`config.mk`:
```
export PLATFORM = sky130hd
export DESIGN_NAME = rd_pending_scoreboard
export DESIGN_NICKNAME = d
export VERILOG_FILES = /design/src/rtl/rd_pending_scoreboard.sv
export SDC_FILE = /design/constraint.sdc
export NUM_CORES = 1
export LEC_CHECK = 0
export ABC_AREA = 1
export CAP_MARGIN = 20
export CORE_ASPECT_RATIO = 0.5
export CORE_UTILIZATION = 53
export DETAILED_ROUTE_END_ITERATION = 8
export PLACE_DENSITY = 0.72
export SETUP_SLACK_MARGIN = 0.5
export SLEW_MARGIN = 20
export SYNTH_ARGS = -nofsm -noshare
export SYNTH_HDL_FRONTEND = slang
export SYNTH_SLANG_ARGS = --single-unit
```
`constraint.sdc`:
```
create_clock -name clk -period 5.3 [get_ports clk]
set_input_delay 0.795 -clock clk [delete_from_list [all_inputs] [get_ports clk]]
set_output_delay 0.795 -clock clk [all_outputs]
set_load 0.02 [all_outputs]
```
`src/rtl/rd_pending_scoreboard.sv`:
```
// Destination-register scoreboard for a dual-issue pipeline: counts in-flight writers per
// architectural register and answers decode-stage busy, load-use and intra-pair queries.
module rd_pending_scoreboard #(
    parameter int NREG  = 32,
    parameter int AW    = 5,
    parameter int CNT_W = 3
) (
    input  logic          clk,
    input  logic          rst_n,
    input  logic          iss_vld_0,
    input  logic          iss_vld_1,
    input  logic [AW-1:0] iss_rd_0,
    input  logic [AW-1:0] iss_rd_1,
    input  logic          iss_wen_0,
    input  logic          iss_wen_1,
    input  logic          iss_ld_0,
    input  logic          iss_ld_1,
    input  logic          kill_vld_0,
    input  logic          kill_vld_1,
    input  logic [AW-1:0] kill_rd_0,
    input  logic [AW-1:0] kill_rd_1,
    input  logic          wb_vld_0,
    input  logic          wb_vld_1,
    input  logic [AW-1:0] wb_rd_0,
    input  logic [AW-1:0] wb_rd_1,
    input  logic [AW-1:0] q_rs1_0,
    input  logic [AW-1:0] q_rs2_0,
    input  logic [AW-1:0] q_rs1_1,
    input  logic [AW-1:0] q_rs2_1,
    input  logic [AW-1:0] q_rd_0,
    input  logic          q_ld_0,
    output logic [3:0]    busy,
    output logic          ld_use_stall,
    output logic          pair_split,
    output logic          sb_err
);

    // Two guard bits let the sum of +2 increments and -4 decrements be range-checked before clamping.
    localparam int SW = CNT_W + 2;
    localparam logic [SW-1:0] CNT_MAX = SW'((1 << CNT_W) - 1);

    function automatic logic [SW-1:0] hit(input logic vld, input logic [AW-1:0] a, input logic [AW-1:0] r);
        hit = (vld && (a == r)) ? SW'(1) : SW'(0);
    endfunction

    logic [CNT_W-1:0] r_cnt [NREG];
    logic [CNT_W-1:0] w_cnt_nxt [NREG];
    logic [NREG-1:0]  r_ld_young;
    logic [NREG-1:0]  w_ld_young_nxt;
    logic             r_sb_err;
    logic             w_err_evt;
    logic [AW-1:0]    w_ra;
    logic [SW-1:0]    w_inc;
    logic [SW-1:0]    w_dec;
    logic [SW-1:0]    w_sum;

    // Next-state counters and load-age bits; entry 0 stays zero so x0 is never tracked.
    always_comb begin
        w_ld_young_nxt = '0;
        w_err_evt      = 1'b0;
        w_ra           = '0;
        w_inc          = '0;
        w_dec          = '0;
        w_sum          = '0;
        for (int r = 0; r < NREG; r++) begin
            w_cnt_nxt[r] = '0;
        end
        for (int r = 1; r < NREG; r++) begin
            w_ra  = AW'(r);
            w_inc = hit(iss_vld_0 && iss_wen_0, iss_rd_0, w_ra) + hit(iss_vld_1 && iss_wen_1, iss_rd_1, w_ra);
            w_dec = hit(kill_vld_0, kill_rd_0, w_ra) + hit(kill_vld_1, kill_rd_1, w_ra)
                  + hit(wb_vld_0, wb_rd_0, w_ra) + hit(wb_vld_1, wb_rd_1, w_ra);
            w_sum = {2'b00, r_cnt[r]} + w_inc - w_dec;
            if (w_sum[SW-1]) begin
                w_cnt_nxt[r] = '0;
                w_err_evt    = 1'b1;
            end else if (w_sum > CNT_MAX) begin
                w_cnt_nxt[r] = CNT_MAX[CNT_W-1:0];
                w_err_evt    = 1'b1;
            end else begin
                w_cnt_nxt[r] = w_sum[CNT_W-1:0];
            end
            w_ld_young_nxt[r] = (iss_vld_0 && iss_wen_0 && iss_ld_0 && (iss_rd_0 == w_ra))
                             || (iss_vld_1 && iss_wen_1 && iss_ld_1 && (iss_rd_1 == w_ra));
        end
    end

    // State register with synchronous active-low reset; error flag is sticky until reset.
    always_ff @(posedge clk) begin
        if (!rst_n) begin
            for (int r = 0; r < NREG; r++) begin
                r_cnt[r] <= '0;
            end
            r_ld_young <= '0;
            r_sb_err   <= 1'b0;
        end else begin
            r_cnt      <= w_cnt_nxt;
            r_ld_young <= w_ld_young_nxt;
            r_sb_err   <= r_sb_err | w_err_evt;
        end
    end

    assign busy[0] = (q_rs1_0 != '0) && (r_cnt[q_rs1_0] != '0);
    assign busy[1] = (q_rs2_0 != '0) && (r_cnt[q_rs2_0] != '0);
    assign busy[2] = (q_rs1_1 != '0) && (r_cnt[q_rs1_1] != '0);
    assign busy[3] = (q_rs2_1 != '0) && (r_cnt[q_rs2_1] != '0);

    assign ld_use_stall = ((q_rs1_0 != '0) && r_ld_young[q_rs1_0])
                       || ((q_rs2_0 != '0) && r_ld_young[q_rs2_0])
                       || ((q_rs1_1 != '0) && r_ld_young[q_rs1_1])
                       || ((q_rs2_1 != '0) && r_ld_young[q_rs2_1]);

    assign pair_split = q_ld_0 && (q_rd_0 != '0) && ((q_rd_0 == q_rs1_1) || (q_rd_0 == q_rs2_1));

    assign sb_err = r_sb_err;

endmodule
```
## Yosys cells after proc, flatten, opt, wreduce, memory -nomap -nowiden

Cells that the tools add are included.

| operators by class | value |
|---|---|
| add/sub/neg operators | 186 |
| magnitude comparators | 39 |
| equal/unequal tests | 188 |
| multiplexer cells | 299 |
| bitwise operators | 6 |
| reduce and logical (&&, ||, !) cells | 337 |

Operators with widths:

| kind | number |
|---|---|
| $eq 5x5->1 const B | 96 |
| $logic_and 1x1->1 | 262 |
| $mux 1 | 252 |
| $eq 5x4->1 const B | 48 |
| $gt 5x3->1 const B | 31 |
| $sub 4x4->5 | 31 |
| $add 1x1->2 | 62 |
| $add 3x1->4 | 31 |
| $add 3x2->4 | 31 |
| $eq 5x3->1 const B | 24 |
| $mux 3 | 39 |
| $add 2x1->3 | 31 |
| $reduce_or 2->1 | 31 |
| $bmux 3 s5 | 4 |
| $eq 5x2->1 const B | 12 |
| $logic_or 1x1->1 | 35 |
| $eq 5x1->1 const B | 6 |
| $reduce_bool 5->1 | 5 |
| $ge 6x6->1 const B | 4 |
| $lt 5x6->1 const B | 4 |
| $not 5->6 | 4 |
| $bmux 1 s5 | 4 |
| $reduce_bool 3->1 | 4 |
| $eq 5x5->1 | 2 |
| 2 further kinds | 2 |

| storage, ports and cells | value |
|---|---|
| flip-flop bits (word level) | 129 |
| input bits | 68 |
| output and inout port bits | 7 |
| logic and storage cells | 1090 |

## Depth between registers and ports, before layout

Gate-level depths: netlist of the first run.

| depth | value |
|---|---|
| depth after elaboration | 71 |
| mapped depth | 21 |
| gate-level depth less buffers | 21 |

## Worst setup path after synthesis of the first run

Ideal clock, no wire load.

| timing | value |
|---|---|
| path type | input port to flip-flop |
| start | in iss_vld_0 |
| end | reg r_sb_err (netlist: sb_err) |
| setup time | 0.128 ns |
| arrival | 3.802 ns |
| required time | 5.172 ns |
| slack | 1.370 ns |
| cell stages on the path | 16 |
| buffers on the path | 1 |
| cell sequence | nand2_1 inv_1 clkbuf_1 nand3_1 fa_1 fa_1 fa_1 inv_1 ha_1 inv_1 ha_1 nand4_1 nor4_1 nand2_1 nor2_1 nor2_1 |

| on the way | value |
|---|---|
| word-level cells in the longest chain between the ends | 70 |
| elaborated cells between the ends (all ways) | 250 |
| classes of those cells | 93 x add/sub; 31 x order compare; 93 x mux; 1 x bitwise; 32 x reduce/logical |

Ends and longest elaborated chain:

| element | line | RTL |
|---|---|---|
| from (decl) | 10 | `input logic iss_vld_0,` |
| $logic_and 1x1->1 (*) | 70 | `w_inc = hit(iss_vld_0 && iss_wen_0, iss_rd_0, w_ra) + hit(iss_vld_1 && iss_wen_1, iss_rd_1, w_ra);` |
| $logic_and 1x1->1 | 43 | `hit = (vld && (a == r)) ? SW'(1) : SW'(0);` |
| $mux 1 | 43 |  |
| $add 1x1->2 | 70 |  |
| $add 3x2->4 | 73 | `w_sum = {2'b00, r_cnt[r]} + w_inc - w_dec;` |
| $sub 4x4->5 | 73 |  |
| $gt 5x3->1 | 77 | `end else if (w_sum > CNT_MAX) begin` |
| $mux 1 | 77 |  |
| [... 54 more ...] | n/a |  |
| $mux 1 | 74 | `if (w_sum[SW-1]) begin` |
| $mux 1 | 77 |  |
| $mux 1 | 74 |  |
| $mux 1 | 77 |  |
| $mux 1 | 74 |  |
| $mux 1 | 77 |  |
| $mux 1 (*) | 74 |  |
| $or 1x1->1 (*) | 99 | `r_sb_err <= r_sb_err \| w_err_evt;` |
| to (signal assigned) | 99 |  |
| to (decl) | 50 | `logic r_sb_err;` |

Mark *: on every way between the ends. The rest lies on a longest branch, timed or not.
A chain may end at the register's enable or synchronous reset.

## Worst setup path after layout of the first run

| timing | value |
|---|---|
| start | in iss_rd_1[4] |
| end | reg r_sb_err (netlist: sb_err) |

| on the way | value |
|---|---|
| word-level cells in the longest chain between the ends | 70 |
| elaborated cells between the ends (all ways) | 280 |
| classes of those cells | 93 x add/sub; 31 x order compare; 31 x eq/ne; 93 x mux; 1 x bitwise; 31 x reduce/logical |

Ends and longest elaborated chain:

| element | line | RTL |
|---|---|---|
| from (decl) | 13 | `input logic [AW-1:0] iss_rd_1,` |
| $eq 5x1->1 | 43 |  |
| $logic_and 1x1->1 | 43 |  |
| $mux 1 | 43 |  |
| $add 1x1->2 | 70 |  |
| $add 3x2->4 | 73 |  |
| $sub 4x4->5 | 73 |  |
| $gt 5x3->1 | 77 |  |
| $mux 1 | 77 |  |
| [... 54 more ...] | n/a |  |
| $mux 1 | 74 |  |
| $mux 1 | 77 |  |
| $mux 1 | 74 |  |
| $mux 1 | 77 |  |
| $mux 1 | 74 |  |
| $mux 1 | 77 |  |
| $mux 1 (*) | 74 |  |
| $or 1x1->1 (*) | 99 |  |

Marked as above.

==> run metrics, run 1 <==
vias per inst=5.68; actual slew at the worst max-slew pin=1.11 ns; Post-synth top cells=nand2_1, inv_1, nor2_1, nand3_1, fa_1; Placed Cells incl. Taps=2,496; final worst path period share=86.4%; slew margin rel.=25.4%; Tot GR Track Use=40.8%; starting density of the core=between 50% and 60%; fillcell total=2,383; area leader, netlist=fa_1; minimum clock period=4.58 ns; largest family of logic cells by synthesized area=simple AND/OR/NAND/NOR gates; multi-input logic area=9740 sq um; Final Max Tran Viols=0; final hold violation count=0; asr flop ratio synth=0%; ratio of cells with drive above 1 in the final layout=between 6 and 7%; GRT Residual Overflow=0; mux cell area share after synthesis=0%; GPL Wtd Cong=1.07; Leakage=7.84 nW; Die Y=117 um; FF+latch area=2500 sq um; post-synthesis simple-gate area fraction=33.5%; Min-Delay Path Class=reg -> reg; top-count cell post-synth=nand2_1; Clock Latency Late Sink=between 0.4 and 0.5 ns; Cell Pwr Density=~430 nW/um^2; Ports=75; mapped cell area=14,100 sq um; Die ar.=27,300 sq um; Seq cells post-synth=125; Fmax=218 MHz; row cnt=41; CTS max path bufs=2; RSZ-0062 raised after global routing=false; type of origin of the critical path=input pin; final std cells w/o fill=around 2,500; CP arrival=4.89 ns; first-pass GRT wire length=81,400 um; Critical Path RT=5.61 ns; routed length per instance=21.4 um; Clock Skews=0.00623 ns; EDFF count, synth=0; Post-CTS Setup Inserts=0; Root Driver=clkbuf_16; H-tree levels=4; Via Count=between 10,000 and 15,000; HPWL Detailed=44,700 um; Synth Warn #=0; core area=25,600 sq um; Synth Area in Compound Gates=under 10%; Synth area leaders=fa_1, dfxtp_1, nand2_1; total CTS buffers=17; Syn Inst Count=2,087; drt drc=0; ys flop type=dfxtp_1; maxcap violations=0; Area Overhead vs Synth=13.0%; hold buffers post-CTS=0; Syn Nets=2,403; share of the synthesized area in the top cell type=22.0%; antenna diode count=0; CTS clock-pin slew for the worst setup and hold paths=0.06 ns; port bufs=74; Iter 0 DRT Violations=2,178; VDD IR max=roughly 0.00033 V; clock sink count=125; final WL=54,200 um; outcome=finished, final reports clean; mean post-synth cell area=6.76 sq um; first drt pass iteration count=6; vias in the first global route=13,300; antenna viol nets, final=0; Synth Area in Adders=30.2%; XOR/XNOR share of the synthesized area=0.435%; largest net degree at the start of global routing=40; Final setup viols=0; Final Net Count=2,487; sum of negative setup slack=0 ns; Die X=233 um; sequential share of the synthesized area=between 10% and 20%; antenna violations before repair=2; CP max FO=10; Crit Path Category=in -> reg; CTS tree=yes; Setup crit end kind=flip-flop; Distinct cells, synth=33
report_power, final:
part / total (mW) / internal (mW) / leakage, nW / switching, mW
logic: 4.14 / 1.47 / 6.52 / 2.66
registers: 1.46 / 1.24 / 1.03 / 0.224
clock network: 1.22 / 0.760 / 0.282 / 0.463
path summary, 6_finish.rpt:
| path | start | to | slack [ns] | depth (start not counted) |
|---|---|---|---|---|
| setup / recovery | iss_rd_1[4] | sb_err | 0.72 | 18 |
| hold / removal | r_cnt[64] | r_cnt[64] | 0.75 | 3 |
| setup reg to reg | r_cnt[84] | sb_err | 2.05 | 13 |
| hold reg to reg | r_cnt[64] | r_cnt[64] | 0.75 | 3 |
cell type report:
class                   count  area share (%)
multi-input cells        1480            61.1
flip-flops and latches    125            15.7
inverters                 434            10.2
repair buffers            113            6.49
clock buffers              21            2.89
well taps                 344            2.70
clock inverters            10           0.872
stage by stage:
stage / area, sq um / setup slack [ns] / util [%] / total power [mW] / hold WS [ns]
after floorplan: 14100 / 1.37 / - / 4.08 / 0.696
after global placement: 15300 / 0.216 / 59.7 / 5.35 / 0.754
after detailed placement: 15300 / 0.249 / 59.7 / 5.41 / 0.753
after CTS: 15900 / 0.669 / 62.1 / 6.68 / 0.765
after global routing: 15900 / 0.517 / 62.1 / 7.37 / 0.801
final: 15900 / 0.719 / 62.1 / 6.82 / 0.755
per-layer routing:
metal	global-route usage [%]	vias up	share of wire, %
li1	-	6596	-
met1	60.5	6680	43
met2	54.8	945	39
met3	15.2	120	16
met4	10.4	0	2.5
met5	0	-	0
cells in the final DEF (no fill, tap or decap), types with 74 or more instances in the layout:
| master | count |
|---|---|
| ha_1 | 93 |
| clkdlybuf4s50_1 | 74 |
| nor2_1 | 308 |
| fa_1 | 155 |
| nand3_1 | 205 |
| nand2_1 | 438 |
| a21oi_1 | 97 |
| inv_1 | 415 |
| dfxtp_1 | 125 |
critical path: stages:
cell             delay [ns]
clkdlybuf4s50_1        0.66
inv_4                  0.14
nor2_8                 0.22
inv_2                  0.09
nor3_1                 0.49
fa_1                   0.56
fa_1                   0.37
inv_1                  0.09
fa_1                   0.17
inv_1                  0.05
ha_1                   0.16
inv_1                  0.05
ha_1                   0.16
nand4_1                0.16
nor4_2                 0.45
nand2_1                0.10
nor2_1                 0.10
nor2_1                 0.04
cell families after synthesis:
| logic type | after synthesis |
|---|---|
| flip-flops | 125 |
| adder cells (fa/ha/maj) | 248 |
| XOR/XNOR | 7 |
| AO/OA/AOI/OAI | 128 |
| buffers and inverters | 482 |
| AND/OR/NAND/NOR | 1097 |
state kept, by name, summed over array words and instances (netlist names):
name	cells
r_ld_young	31
sb_err	1
r_cnt	93
repair_timing:
action                     4_1_cts  5_1_grt
hold endpoints to repair         0        0
gates resized for setup          0        2
setup endpoints to repair        0        1
Note: power is estimated with default switching activity, not from simulation.
==> run 2: changes to the inputs <==
--- a/config.mk
+++ b/config.mk
@@ -7,7 +7,7 @@
 export LEC_CHECK = 0
 export ABC_AREA = 1
 export CAP_MARGIN = 20
-export CORE_ASPECT_RATIO = 0.5
+export CORE_ASPECT_RATIO = 1.4
 export CORE_UTILIZATION = 53
 export DETAILED_ROUTE_END_ITERATION = 8
 export PLACE_DENSITY = 0.72
==> run 2 against run 1 <==
Compared with the run above:
- global-route usage is 1.8 points higher
- largest power group unchanged
- non-clock buffer count is 19 higher
- cell area is 0.86% higher
- register-to-register slack better by 0.06 ns
- setup slack better by 0.043 ns
- clock skew is 0.0053 ns higher
- wire length is 3.0% higher
- clock-buffer cell count is 2 lower
- flip-flop and latch count stayed put
- sequential power hardly changed
==> run metrics, run 2 (same netlist as run 1, synthesis figures left out) <==
Final Max Tran Viols=0; slew margin rel.=26.4%; antenna violations before repair=0; HPWL Detailed=46,300 um; Die Y=195 um; actual slew at the worst max-slew pin=1.10 ns; hold buffers post-CTS=0; Via Count=14,600; Tot GR Track Use=42.6%; GRT Residual Overflow=0; vias in the first global route=14,800; Setup WS pre-CTS=approximately 0.17 ns; Power, Total=6.78 mW; Min Hold Slack=~0.75 ns; row cnt=70; vias per inst=5.77; Leakage=7.94 nW; antenna diode count=0; type of origin of the critical path=input pin; Crit Path Category=in -> out; RSZ-0062 raised after global routing=false; largest net degree at the start of global routing=34; routed length per instance=22.1 um; Final setup viols=0; final hold violation count=0; max reg flops=93; CTS tree=yes; Critical Path RT=4.51 ns; maxcap violations=0; VDD IR max=between 0.0003 and 0.0004 V; Setup crit end kind=primary output; Iter 0 DRT Violations=1,319; port bufs=74; CTS max path bufs=2; H-tree levels=4; Root Driver=clkbuf_16; Placed Cells incl. Taps=2,495; final worst path period share=85.6%; GPL Wtd Cong=1.10; CTS clock-pin slew for the worst setup and hold paths=0.06 ns; core area=26,100 sq um; Post-CTS Setup Inserts=0; Die X=~140 um; Final Net Count=about 2,500; most frequent cells in the layout=nand2_1, inv_1, nor2_1, nand3_1, fa_1; CTS-repair resized insts=0; Ports=75; Largest Register=r_cnt; flop2flop setup slack=2.11 ns; first-pass GRT wire length=around 85,000 um; final WL=55,800 um; Die ar.=27,300 sq um; drt drc=0; clock sink count=125; outcome=finished, final reports clean; Clock Latency Late Sink=0.44 ns; Clock Skews=0.0115 ns; total CTS buffers=17; Final Worst Setup Slack=0.762 ns; CP arrival=3.74 ns; Min-Delay Path Class=reg -> reg; antenna viol nets, final=0; minimum clock period=approximately 4.5 ns; leading cell type in the layout, fill and taps excluded=nand2_1; Cell Pwr Density=around 420 nW/um^2; starting density of the core=54.0%; ratio of cells with drive above 1 in the final layout=7.40%; Area Overhead vs Synth=13.9%; first drt pass iteration count=6; final std cells w/o fill=approximately 2,500; CP max FO=9; sum of negative setup slack=0 ns; Fmax=220 MHz
[run 2: cell types whose count changed in the layout (fill, tap and decap cells not counted), sizes merged]
cell | previous run | this run
clkbuf | 21 | 19
clkinv | 6 | 9
inv | 431 | 433
buf | 39 | 58
clkinvlp | 4 | 2
[run 2: where the power goes]
group          internal (mW)  leakage [nW]  switching (mW)  total [mW]
clock                  0.742         0.288           0.480        1.22
combinational           1.51          6.62            2.61        4.12
sequential              1.24          1.03           0.202        1.44
total                   3.49          7.94            3.29        6.78
[run 2: per-stage QoR]
stage,util [%],area [sq um]
finish,61.6,16100
global route,61.6,16100
CTS,61.4,16000
detailed placement,59.2,15400
global placement,59.2,15400
floorplan,-,14100
[run 2: final cells by class]
cell class,count,area [sq um]
Clock buffer,19,433
Clock inverter,13,164
Fill cell,2468,10000
Inverter,434,1630
Multi-Input combinational cell,1480,9760
Sequential cell,125,2500
Tap cell,324,405
Timing Repair Buffer,132,1180
[run 2: path summary, 6_finish.rpt]
kind | startpoint | endpoint | cells past startpoint
setup / recovery | q_rs1_0[1] | busy[0] | 11
hold reg to reg | r_cnt[76] | r_cnt[76] | 3
hold / removal | r_cnt[76] | r_cnt[76] | 3
setup reg to reg | r_cnt[87] | sb_err | 13
[run 2: worst max-delay path, stage by stage]
cell	delay, ns
clkdlybuf4s50_1	0.82
nand2_2	0.29
clkinv_1	0.40
nand2_1	0.20
nand4_1	0.13
nand2_1	0.14
nand3_1	0.15
nand3_1	0.13
nand2_1	0.06
inv_1	0.04
clkdlybuf4s50_1	0.59
[run 2: routing by layer]
layer	wire, um	GRT usage [%]	part of all wire, %	vias to the layer above
li1	-	-	-	6626
met1	19500	47.2	35	6791
met2	26200	71.4	47	860
met3	4480	7.63	8.0	311
met4	5510	35.3	9.9	0
met5	0	0	0	-
